===== config.mk =====
export PLATFORM = sky130hd
export DESIGN_NAME = fetch_queue_unit
export DESIGN_NICKNAME = d
export VERILOG_FILES = /design/src/rtl/rv_core_pkg.sv /design/src/rtl/sync_fifo_flush.sv /design/src/rtl/fetch_queue_unit.sv
export SDC_FILE = /design/constraint.sdc
export NUM_CORES = 1
export LEC_CHECK = 0
export CORE_MARGIN = 1
export CORE_UTILIZATION = 40
export DETAILED_ROUTE_END_ITERATION = 7
export PLACE_DENSITY = 0.71
export SYNTH_ARGS = -nofsm -noshare
export SYNTH_HDL_FRONTEND = slang
export SYNTH_HIERARCHICAL = 1
export SYNTH_SLANG_ARGS = --single-unit

===== constraint.sdc =====
create_clock -name clk -period 4.4 [get_ports clk]
set_input_delay 0.88 -clock clk [delete_from_list [all_inputs] [get_ports clk]]
set_output_delay 0.88 -clock clk [all_outputs]
set_load 0.01 [all_outputs]

===== src/rtl/rv_core_pkg.sv =====
// rv_core_pkg: shared core constants and the fetch queue entry type.
package rv_core_pkg;
    localparam int XLEN = 32;
    localparam logic [XLEN-1:0] NOP_INSN = 32'h0000_0013;
    localparam logic [XLEN-1:0] RESET_VECTOR = 32'h0000_0000;
    typedef struct packed {
        logic [XLEN-1:0] pc;
        logic [XLEN-1:0] instr;
    } fetch_entry_t;
endpackage


===== src/rtl/sync_fifo_flush.sv =====
// sync_fifo_flush: power-of-two circular buffer with push, pop and single-cycle flush.
module sync_fifo_flush #(
    parameter int DEPTH = 4,
    parameter int WIDTH = 64,
    localparam int PW = $clog2(DEPTH),
    localparam int CW = PW + 1
) (
    input  logic             clk,
    input  logic             rst_n,
    input  logic             push_i,
    input  logic             pop_i,
    input  logic             flush_i,
    input  logic [WIDTH-1:0] din_i,
    output logic [WIDTH-1:0] dout_o,
    output logic [CW-1:0]    count_o
);
    logic [WIDTH-1:0] mem_q [DEPTH];
    logic [PW-1:0] rd_q, rd_d, wr_q, wr_d;
    logic [CW-1:0] cnt_q, cnt_d;
    logic do_push, do_pop;

    // Flush overrides both operations; pointers wrap naturally at the power-of-two depth.
    assign do_push = push_i & ~flush_i;
    assign do_pop = pop_i & ~flush_i;

    always_comb begin
        rd_d = flush_i ? '0 : do_pop ? rd_q + PW'(1) : rd_q;
        wr_d = flush_i ? '0 : do_push ? wr_q + PW'(1) : wr_q;
        cnt_d = flush_i ? '0 : cnt_q + CW'(do_push) - CW'(do_pop);
    end

    always_ff @(posedge clk or negedge rst_n) begin
        if (!rst_n) begin
            rd_q <= '0;
            wr_q <= '0;
            cnt_q <= '0;
        end else begin
            rd_q <= rd_d;
            wr_q <= wr_d;
            cnt_q <= cnt_d;
        end
    end

    always_ff @(posedge clk) begin
        if (do_push) mem_q[wr_q] <= din_i;
    end

    assign dout_o = mem_q[rd_q];
    assign count_o = cnt_q;
endmodule


===== src/rtl/fetch_queue_unit.sv =====
// fetch_queue_unit: owns the fetch PC, queues fetched instructions for decode,
// and flushes on redirect.
module fetch_queue_unit import rv_core_pkg::*; #(
    parameter logic [31:0] RESET_PC = rv_core_pkg::RESET_VECTOR,
    parameter int          DEPTH    = 4,
    parameter logic [31:0] NOP_INSN = rv_core_pkg::NOP_INSN
) (
    input  logic                     clk,
    input  logic                     rst_n,
    input  logic                     fetch_en,
    output logic [31:0]              imem_addr,
    input  logic [31:0]              imem_instr,
    input  logic                     redirect_valid,
    input  logic [31:0]              redirect_pc,
    output logic                     out_valid,
    input  logic                     out_ready,
    output logic [31:0]              out_instr,
    output logic [31:0]              out_pc,
    output logic [$clog2(DEPTH):0]   count,
    output logic                     misalign_err
);
    localparam int CW = $clog2(DEPTH) + 1;

    logic [31:0] pc_q, pc_d;
    logic mis_q, mis_d;
    logic push, pop;
    fetch_entry_t head, entry;

    assign imem_addr = pc_q;
    assign out_valid = count != '0;
    assign pop = out_valid & out_ready;
    // A pop frees a slot in the same cycle, so a full queue can still accept a fetch.
    assign push = fetch_en & ~redirect_valid & ((count < CW'(DEPTH)) | pop);
    assign entry = '{pc: pc_q, instr: imem_instr};

    always_comb begin
        pc_d = redirect_valid ? {redirect_pc[31:2], 2'b00} : push ? pc_q + 32'd4 : pc_q;
        mis_d = redirect_valid & |redirect_pc[1:0];
    end

    always_ff @(posedge clk or negedge rst_n) begin
        if (!rst_n) begin
            pc_q <= RESET_PC;
            mis_q <= 1'b0;
        end else begin
            pc_q <= pc_d;
            mis_q <= mis_d;
        end
    end

    sync_fifo_flush #(.DEPTH(DEPTH), .WIDTH($bits(fetch_entry_t))) u_fifo (
        .clk     (clk),
        .rst_n   (rst_n),
        .push_i  (push),
        .pop_i   (pop),
        .flush_i (redirect_valid),
        .din_i   (entry),
        .dout_o  (head),
        .count_o (count)
    );

    assign out_instr = out_valid ? head.instr : NOP_INSN;
    assign out_pc = out_valid ? head.pc : 32'h0;
    assign misalign_err = mis_q;
endmodule


=== Yosys cells after proc, flatten, opt, wreduce, memory -nomap -nowiden ===
Memories as Yosys holds them, arrays and structs flattened.
Index checks and enable logic that the tools add are counted.

* Register bits after elaboration: 40
* RAM bits: 256
* Output and inout port bits: 101
* Word-level logic and storage cells: 36
* Memories kept: 1

* $add $sub $neg: 5
* Magnitude comparators: 1
* Muxes and demuxes: 11
* Bitwise operators: 8
* Reduce and logical (&&, ||, !) cells: 5

{| class="wikitable"
|+ Memories
! name !! words !! bits a word !! read ports !! clocked after memory_dff !! wr ports !! RTL line !! text
|-
| u_fifo.mem_q || 4 || 64 || 1 || 0 || 1 || sync_fifo_flush.sv:17 || <nowiki>logic [WIDTH-1:0] mem_q [DEPTH];</nowiki>
|}

{| class="wikitable"
|+ Operators with widths
! operator !! count
|-
| 2-to-1 mux 32 bit || 4
|-
| adder 32 x 3 -> 32 bit, second input constant || 1
|-
| 2-to-1 mux 2 bit || 4
|-
| AND 1 bit || 6
|-
| nonzero test 2 bit || 3
|-
| adder 2 x 1 -> 2 bit, second input constant || 2
|-
| adder 3 x 1 -> 3 bit || 1
|-
| < comparator 3 bit, second input constant || 1
|-
| 2-to-1 mux 3 bit || 1
|-
| nonzero test 3 bit || 1
|-
| subtractor 3 x 1 -> 3 bit || 1
|-
| 2-to-1 mux 1 bit || 2
|-
| OR reduction 2 bit || 1
|-
| inverter 1 bit || 1
|-
| OR 1 bit || 1
|}

=== Depth between registers and ports, before layout ===
Gate-level depths: netlist of run 1.

* Depth in word-level cells: 8
* Mapped depth: 13
* Depth with buffers taken out: 12

=== Hierarchy ===
The synthesis of run 1 kept the hierarchy.

{| class="wikitable"
|+ Modules (own cells, without submodules)
! module !! times used !! cells each !! area each (µm²) !! sequential area each (µm²)
|-
| sync_fifo_flush || 1 || 374 || 9,698.1 || 7,862.5
|-
| fetch_queue_unit || 1 || 303 || 2,384.8 || 775.7
|}

=== Least setup slack after synthesis of run 1 ===
Ideal clock, no wire load.

* Path type: input port to flip-flop
* Start: input port redirect_valid
* End: memory u_fifo.mem_q[0][0], enable pin
* Setup time: 0.429 ns
* Arrival time: 3.469 ns
* Setup slack: 0.502 ns
* Stages on the path: 6
* Path buffers: 3
* Cell sequence: clkbuf_1 > clkbuf_1 > clkbuf_1 > nor2_1 > nor2b_1 > and2_1

* Longest elaborated chain between the ends: 6

{| class="wikitable"
|+ Ends and longest elaborated chain
! item !! RTL line !! text
|-
| from (decl) || fetch_queue_unit.sv:13 || <nowiki>input logic redirect_valid,</nowiki>
|-
| inverter 1 bit || fetch_queue_unit.sv:33 || <nowiki>assign push = fetch_en & ~redirect_valid & ((count < CW'(DEPTH)) | pop);</nowiki>
|-
| AND 1 bit (2 in a row) || fetch_queue_unit.sv:33 ||
|-
| net push || fetch_queue_unit.sv:26 || <nowiki>logic push, pop;</nowiki>
|-
| AND 1 bit || sync_fifo_flush.sv:23 || <nowiki>assign do_push = push_i & ~flush_i;</nowiki>
|-
| 2-to-1 mux 1 bit || sync_fifo_flush.sv:45 || <nowiki>if (do_push) mem_q[wr_q] <= din_i;</nowiki>
|-
| 2-to-1 mux 1 bit (implied by the code) || sync_fifo_flush.sv:45 ||
|-
| to (decl) || sync_fifo_flush.sv:17 ||
|}

The timed path passes the listed nets, and every way through them passes these cells.

==> impl_metrics.toml, run 1 <==
[grt]
gr-usage-all-layers = 0.171
grt_max_degree = 54
overflow = 0
antenna_found_initial = 0
grt_pass1_vias = 6935
grt_pass1_wl_mm = 40.2

[worst_setup_path]
critPathSlowestCell = "dfrtp_4"
rrSetupSlack_ps = 1330
reg2reg_depth = 10
r2r-end = "u_fifo/count_o[2]$_DFF_PN0_"
r2r_start = "u_fifo/count_o[2]$_DFF_PN0_"
crit_fanout = 26
crit_chain = "buf_4 > mux4_2 > and2_1 > clkdlybuf4s50_1"
crit_type = "flip-flop to primary output"
required_ps = 3520
worstSetupEndpointType = "primary output"
cp_data_arrival_time_ps = 2900
critPathLaunchType = "flip-flop"
crit_buf_inv = 2
max_stage_delay_ps = 800
crit_family = "buffers and inverters"

[die]
coreArea_um2 = 29700
fp.dieW_um = 176
die-area_um2 = 30900
rows = 63
ioPinCount = 170
start_util = 0.407
dieHeight_um = 176

[cells_and_area]
antenna_cells = 0
fin_util = 0.515
drive_gt1_frac = 0.158
area_growth_pct = 26.8
finalNetCount = 941
design_area_um2 = 15300
fin_cells = 1277

[placement]
port_buffers = 167
hpwl_mm = 16.4
placed_cells = 1222
placed_area_um2 = 14200
dp_slack_ps = 624
gp_congestion = 0.791

[clock_tree]
cts-root-buf = "clkbuf_16"
cts.sinks = 294
clock_tree.buffer_depth = 3
cts_setup_buffers = 0
clk_pin_slew_ps = 60
cts_tree = "done"
ctsResizeCount = 0
clock_latency_ps = 540
htreeDepth = 1
cts_hold_buffers = 0
numCtsBuffers = 30

[sta]
rsz0062_at_grt = "no"
fin_ws_ps = 622
fin_crit_ps = 3780
maxClockFrequency_mhz = 265
relSlewSlack = 0.401
final-setup-viol-count = 0
fin_worst_hold_slack_ps = 471
timing_hold_violations_final = 0
fin_setup_tns_ps = 0
worstMarginPinSlew_ps = 899
finalClockSkew_ps = 6.98
period_share = 0.859
drv_slew = 0

[synthesis]
avgSynthCellArea_um2 = 17.8
yosys_warnings = 6
syn_inst = 677
ys_types = 50
synth_edf_count = 256
yosysMostFrequentCell = "edfxtp_1"
ys_seq_area_frac = 0.715
netlist_top_cells_count = "edfxtp_1, and2_1, mux4_2, dfrtp_1"
synth.area.top_cells = "edfxtp_1, mux4_2, dfrtp_1"
synth_top_area_share = 0.636
ys_ff_latch = 294
syn-cell-area_um2 = 12100
async_reset_ff_frac = 0.129
ys.flop_type = "edfxtp_1"
yosysTopAreaCell = "edfxtp_1"

[routing]
ant_nets = 0
first_pass_iters = 4
wl_per_cell_um = 20.1
finalWirelength_mm = 25.7
drc = 0
vias = 6677
drt_iter0_drc = 482
via_per_inst = 5.23

[power_and_ir_drop]
p_per_area_nw_per_um2 = 528
finalPower_mw = 8.09
peakVddDrop_v = 0.000303
seqPwrFrac = 0.413
sw_frac_of_total = 0.250
p_leak_nw = 5.01
comb_power_share = 0.247
power_switching_mw = 2.02
p_int_mw = 6.07
power_frac_clock = 0.340

[outcome]
status = "complete, no violations"

[job]
cap_violations = 0

[worst_hold_path]
min_path_type = "input port to async pin"
-- placed cells by master (no fill, tap or decap), types with 2 or more instances in the layout --
cell type / n
a21boi_0: 2
a21oi_1: 3
a22oi_1: 2
a31oi_1: 12
and2_1: 64
and2_4: 4
and3_1: 3
and4_1: 3
buf_12: 4
buf_4: 13
bufinv_16: 8
clkbuf_1: 6
clkbuf_16: 31
clkdlybuf4s50_1: 166
clkinv_1: 5
clkinv_2: 4
clkinv_4: 2
conb_1: 10
dfrtp_1: 36
dfrtp_4: 2
edfxtp_1: 256
ha_1: 7
inv_1: 8
mux2i_1: 2
mux4_2: 64
nand2_1: 22
nand2b_1: 4
nand3_1: 16
nand4_1: 16
nor2_1: 22
nor2b_1: 9
nor3_1: 3
nor3b_1: 2
nor4_1: 6
o21ai_0: 15
o31ai_1: 14
or3_1: 4
or4_1: 11
xnor2_1: 5
xor2_1: 6
-- per-layer routing --
| metal | GRT usage | vias up | wire length (um) |
|---|---|---|---|
| li1 | - | 3049 | - |
| met5 | 0 | - | 0 |
| met2 | 0.275 | 239 | 12300 |
| met1 | 0.247 | 3360 | 11600 |
| met3 | 0.0275 | 29 | 1520 |
| met4 | 0.0322 | 0 | 334 |
-- registers in the layout (all words and copies together) (netlist names) --
register and cells:
u_fifo/wr_q 2, u_fifo/mem_q 256, misalign_err 1, imem_addr 30, u_fifo/count_o 3, u_fifo/rd_q 2
-- power by group through the flow --
stage / sequential, mW / combinational [mW] / clock [mW]
final: 3.34 / 2.00 / 2.75
after global routing: 3.37 / 2.16 / 2.92
after CTS: 3.35 / 2.04 / 2.81
after detailed placement: 3.41 / 2.04 / 0
after global placement: 3.40 / 2.03 / 0
after floorplan: 3.30 / 1.16 / 0
-- how the worst max path moves through the flow --
stage / start / slack, ps / depth (start not counted) / to
global route: u_fifo/rd_q[0]$_DFFE_PN0P_ / 450 / 4 / out_instr[10]
finish: u_fifo/rd_q[0]$_DFFE_PN0P_ / 620 / 4 / out_instr[13]
CTS: u_fifo/rd_q[0]$_DFFE_PN0P_ / 540 / 4 / out_instr[13]
floorplan: redirect_valid / 500 / 6 / u_fifo/mem_q[0][0]$_DFFE_PP_
global placement: out_ready / 700 / 13 / u_fifo/count_o[2]$_DFF_PN0_
detailed placement: out_ready / 620 / 13 / u_fifo/count_o[2]$_DFF_PN0_
-- area by class of cell --
type	instances	area, um^2
Fill cell	2393	14400
Sequential cell	294	8650
Multi-Input combinational cell	345	3210
Timing Repair Buffer	184	1840
Clock buffer	37	798
Tap cell	390	488
Clock inverter	18	293
Inverter	9	33.8
-- logic make-up (layout without fill, tap and decap cells) --
group / Yosys count / after routing / share of synthesized area
flops: 294 / 294 / 0.715
simple gates: 196 / 196 / 0.0938
mux: 66 / 66 / 0.121
compound gates: 53 / 53 / 0.0284
buf+inv: 47 / 248 / 0.0229
xor+xnor: 12 / 12 / 0.00984
fa+ha+maj: 8 / 8 / 0.00891
other cells: 1 / 10 / 0.000310
Power figures use the tool's default switching activity.
==> inputs of run 2 (changes only) <==
--- a/config.mk
+++ b/config.mk
@@ -6,9 +6,10 @@
 export NUM_CORES = 1
 export LEC_CHECK = 0
 export CORE_MARGIN = 1
-export CORE_UTILIZATION = 40
+export CORE_UTILIZATION = 55
 export DETAILED_ROUTE_END_ITERATION = 7
-export PLACE_DENSITY = 0.71
+export PLACE_DENSITY = 0.92
+export SKIP_CTS_REPAIR_TIMING = 1
 export SYNTH_ARGS = -nofsm -noshare
 export SYNTH_HDL_FRONTEND = slang
 export SYNTH_HIERARCHICAL = 1
==> impl_metrics.toml, run 2 (synthesized netlist as in run 1, its figures left out) <==
[cells_and_area]
top_register = "u_fifo/mem_q"
largest_reg_flops = 256
area_growth_pct = 23.2
finalNetCount = 931
layout_commonest_cell = "edfxtp_1"
fin_util = 0.699
drive_gt1_frac = 0.140
fin_cells = 1152
final_cell_mix = "edfxtp_1, clkdlybuf4s50_1, and2_1, mux4_2, dfrtp_1"

[job]
cap_violations = 0

[routing]
finalWirelength_mm = 26.1
via_per_inst = 5.97
drc = 0
first_pass_iters = 5
drt_iter0_drc = 578
ant_nets = 0
vias = 6878
wl_per_cell_um = 22.7

[worst_setup_path]
r2r_start = "u_fifo/count_o[2]$_DFF_PN0_"
worstSetupEndpointType = "primary output"
crit_type = "flip-flop to primary output"
required_ps = 3520
crit_path_start = "u_fifo/rd_q[0]$_DFFE_PN0P_"
crit_fanout = 36
cp_data_arrival_time_ps = 2950
crit_chain = "buf_4 > mux4_2 > and2_1 > clkdlybuf4s50_1"
critPathSlowestCell = "dfrtp_4"
rrSetupSlack_ps = 1050
max_stage_delay_ps = 890
critPathLaunchType = "flip-flop"

[placement]
port_buffers = 167
gp_congestion = 0.815
hpwl_mm = 16.0
placed_cells = 1098

[sta]
maxClockFrequency_mhz = 261
fin_crit_ps = 3830
relSlewSlack = 0.226
fin_setup_tns_ps = 0
period_share = 0.870
drv_slew = 0
rsz0062_at_grt = "no"
timing_hold_violations_final = 0
finalClockSkew_ps = 12.0
final-setup-viol-count = 0
worstMarginPinSlew_ps = 1160

[die]
start_util = 0.568
dieHeight_um = 150
coreArea_um2 = 21300
die-area_um2 = 22600
fp.dieW_um = 150
ioPinCount = 170
rows = 53

[clock_tree]
clock_tree.buffer_depth = 3
cts.sinks = 294
clk_pin_slew_ps = 60
numCtsBuffers = 29
htreeDepth = 1
clock_latency_ps = 520
cts-root-buf = "clkbuf_16"
cts_tree = "done"

[grt]
gr-usage-all-layers = 0.236
grt_pass1_vias = 7084
antenna_found_initial = 1
overflow = 0
grt_pass1_wl_mm = 39.3
grt_max_degree = 67

[worst_hold_path]
min_path_type = "input port to async pin"

[power_and_ir_drop]
peakVddDrop_v = 0.000284
p_leak_nw = 4.86
p_per_area_nw_per_um2 = 510
finalPower_mw = 7.58

[outcome]
status = "complete, no violations"
run 2: layer usage:
layer | wire (um) | up-vias | track usage
li1 | - | 3030 | -
met1 | 10500 | 3451 | 0.316
met2 | 13000 | 369 | 0.399
met3 | 2250 | 28 | 0.0482
met4 | 352 | 0 | 0.0591
met5 | 0 | - | 0
run 2: final timing paths:
path / to / cells after the start
max: out_pc[29] / 4
min: imem_addr[8]$_DFFE_PN0P_ / 1
max reg2reg: u_fifo/count_o[2]$_DFF_PN0_ / 10
min reg2reg: u_fifo/wr_q[1]$_DFFE_PN0P_ / 2
max in group asynchronous: u_fifo/rd_q[0]$_DFFE_PN0P_ / 1
min in group clk: u_fifo/wr_q[1]$_DFFE_PN0P_ / 2
run 2: report_power, final:
| group | leakage (nW) | total (mW) | switching, mW | internal (mW) |
|---|---|---|---|---|
| Combinational | 1.68 | 2.01 | 0.847 | 1.16 |
| Sequential | 2.76 | 3.35 | 0.205 | 3.15 |
| Clock | 0.420 | 2.22 | 0.958 | 1.27 |
| Total | 4.86 | 7.58 | 2.01 | 5.57 |
run 2: worst max-delay path, delay by kind of cell, from the launching register on:
family | cells | cell delay, ps
buffers and inverters | 2 | 860
multiplexers | 1 | 520
AND/OR/NAND/NOR | 1 | 150
flip-flops | 1 | 890
run 2: final cells by class:
cell class              instances  area, um^2
repair buffers                175        1780
fillers                      1304        6410
multi-input cells             345        3210
well taps                     275         344
inverters                       9        33.8
clock inverters                17         105
flip-flops and latches        294        8650
clock buffers                  36         752
diodes                          1        2.50
run 2: metrics by stage:
step	setup WS (ps)	instance area (um^2)	hold slack (ps)
after global placement	785	14000	566
after global routing	386	14900	537
final	571	14900	494
after floorplan	502	12100	538
after CTS	482	14900	491
after detailed placement	642	14000	593
==> inputs of run 3 (changes only) <==
--- a/config.mk
+++ b/config.mk
@@ -6,9 +6,9 @@
 export NUM_CORES = 1
 export LEC_CHECK = 0
 export CORE_MARGIN = 1
-export CORE_UTILIZATION = 55
+export CORE_UTILIZATION = 49
 export DETAILED_ROUTE_END_ITERATION = 7
-export PLACE_DENSITY = 0.92
+export PLACE_DENSITY = 0.88
 export SKIP_CTS_REPAIR_TIMING = 1
 export SYNTH_ARGS = -nofsm -noshare
 export SYNTH_HDL_FRONTEND = slang
==> constraint.sdc (replaced) <==
create_clock -name clk -period 3.2 [get_ports clk]
set_input_delay 0.64 -clock clk [delete_from_list [all_inputs] [get_ports clk]]
set_output_delay 0.64 -clock clk [all_outputs]
set_load 0.01 [all_outputs]
==> impl_metrics.toml, run 3 (synthesized netlist as in run 1, its figures left out) <==
[worst_setup_path]
critPathLaunchType = "flip-flop"
crit_chain = "buf_4 > buf_16 > mux4_2 > and2_1 > clkdlybuf4s50_1"
crit_buf_inv = 3
cp_data_arrival_time_ps = 2480
crit_family = "buffers and inverters"
required_ps = 2560
crit_fanout = 13
crit_type = "flip-flop to primary output"
worstSetupEndpointType = "primary output"
max_stage_delay_ps = 510
critPathSlowestCell = "mux4_2"

[routing]
vias = 6997
first_pass_iters = 5
drc = 0
ant_nets = 0
wl_per_cell_um = 21.1
via_per_inst = 5.67
finalWirelength_mm = 26.1
drt_iter0_drc = 585

[grt]
gr-usage-all-layers = 0.207
antenna_found_initial = 0
grt_pass1_vias = 7083
overflow = 0
grt_max_degree = 46
grt_pass1_wl_mm = 40.3

[power_and_ir_drop]
p_per_area_nw_per_um2 = 729
peakVddDrop_v = 0.000539
p_leak_nw = 5.22

[sta]
maxClockFrequency_mhz = 321
worstMarginPinSlew_ps = 930
period_share = 0.973
finalClockSkew_ps = 12.1
rsz0062_at_grt = "no"
fin_crit_ps = 3120
relSlewSlack = 0.380
drv_slew = 0
fin_worst_hold_slack_ps = 246
timing_hold_violations_final = 0
final-setup-viol-count = 0
fin_setup_tns_ps = 0
fin_ws_ps = 84.8

[cells_and_area]
layout_commonest_cell = "edfxtp_1"
area_growth_pct = 28.9
finalNetCount = 966
antenna_cells = 0
final_cell_mix = "edfxtp_1, clkdlybuf4s50_1, and2_1, mux4_2, dfrtp_1"
top_register = "u_fifo/mem_q"
largest_reg_flops = 256
drive_gt1_frac = 0.186

[placement]
port_buffers = 167
hpwl_mm = 16.6
dp_slack_ps = 172
gp_congestion = 0.837

[clock_tree]
cts-root-buf = "clkbuf_16"
clock_tree.buffer_depth = 3
clk_pin_slew_ps = 60
clock_latency_ps = 540
htreeDepth = 1
numCtsBuffers = 30
cts_tree = "done"
cts.sinks = 294

[die]
die-area_um2 = 25300
ioPinCount = 170
fp.dieW_um = 159
coreArea_um2 = 24200
start_util = 0.498
dieHeight_um = 159
rows = 57

[worst_hold_path]
min_path_type = "input port to async pin"

[job]
cap_violations = 0

[outcome]
status = "complete, no violations"
## run 3: through the flow
step / instances / total power [mW] / utilization / cell area [um^2]
finish: 1235 / 11.3 / 0.642 / 15600
detailed placement: 1172 / 7.57 / 0.593 / 14400
global route: 1235 / 11.8 / 0.642 / 15600
CTS: 1226 / 11.3 / 0.637 / 15500
floorplan: 686 / 6.13 / - / 12100
global placement: 1172 / 7.51 / 0.593 / 14400
## run 3: final timing paths
path | startpoint | to | slack (ps) | depth (start not counted)
min in group clk | u_fifo/wr_q[1]$_DFFE_PN0P_ | u_fifo/wr_q[1]$_DFFE_PN0P_ | 600 | 2
worst min-delay path | rst_n | u_fifo/rd_q[1]$_DFFE_PN0P_ | 250 | 1
worst min register to register | u_fifo/wr_q[1]$_DFFE_PN0P_ | u_fifo/wr_q[1]$_DFFE_PN0P_ | 600 | 2
worst max register to register | u_fifo/count_o[2]$_DFF_PN0_ | u_fifo/count_o[2]$_DFF_PN0_ | 620 | 10
max in group asynchronous | rst_n | u_fifo/rd_q[0]$_DFFE_PN0P_ | 2270 | 1
worst max-delay path | u_fifo/rd_q[0]$_DFFE_PN0P_ | out_pc[18] | 80 | 5
## run 3: layout make-up
cell class,count,area (um^2)
inverters,9,33.8
clock buffers,33,783
well taps,324,405
fillers,1638,8670
multi-input cells,345,3220
flip-flops and latches,294,8650
clock inverters,21,293
repair buffers,209,2200
## run 3: per-layer routing
| layer | vias up | track usage | routed length [um] |
|---|---|---|---|
| met5 | - | 0 | 0 |
| met4 | 0 | 0.0651 | 643 |
| met3 | 41 | 0.0341 | 1610 |
| met2 | 285 | 0.347 | 12900 |
| met1 | 3561 | 0.279 | 10900 |
| li1 | 3110 | - | - |
## run 3: power breakdown
group | internal, mW | total [mW] | switching, mW | leakage [nW]
combinational | 1.78 | 3.10 | 1.31 | 1.94
sequential | 4.33 | 4.51 | 0.179 | 2.76
clock | 2.33 | 3.74 | 1.41 | 0.525
total | 8.44 | 11.3 | 2.91 | 5.22
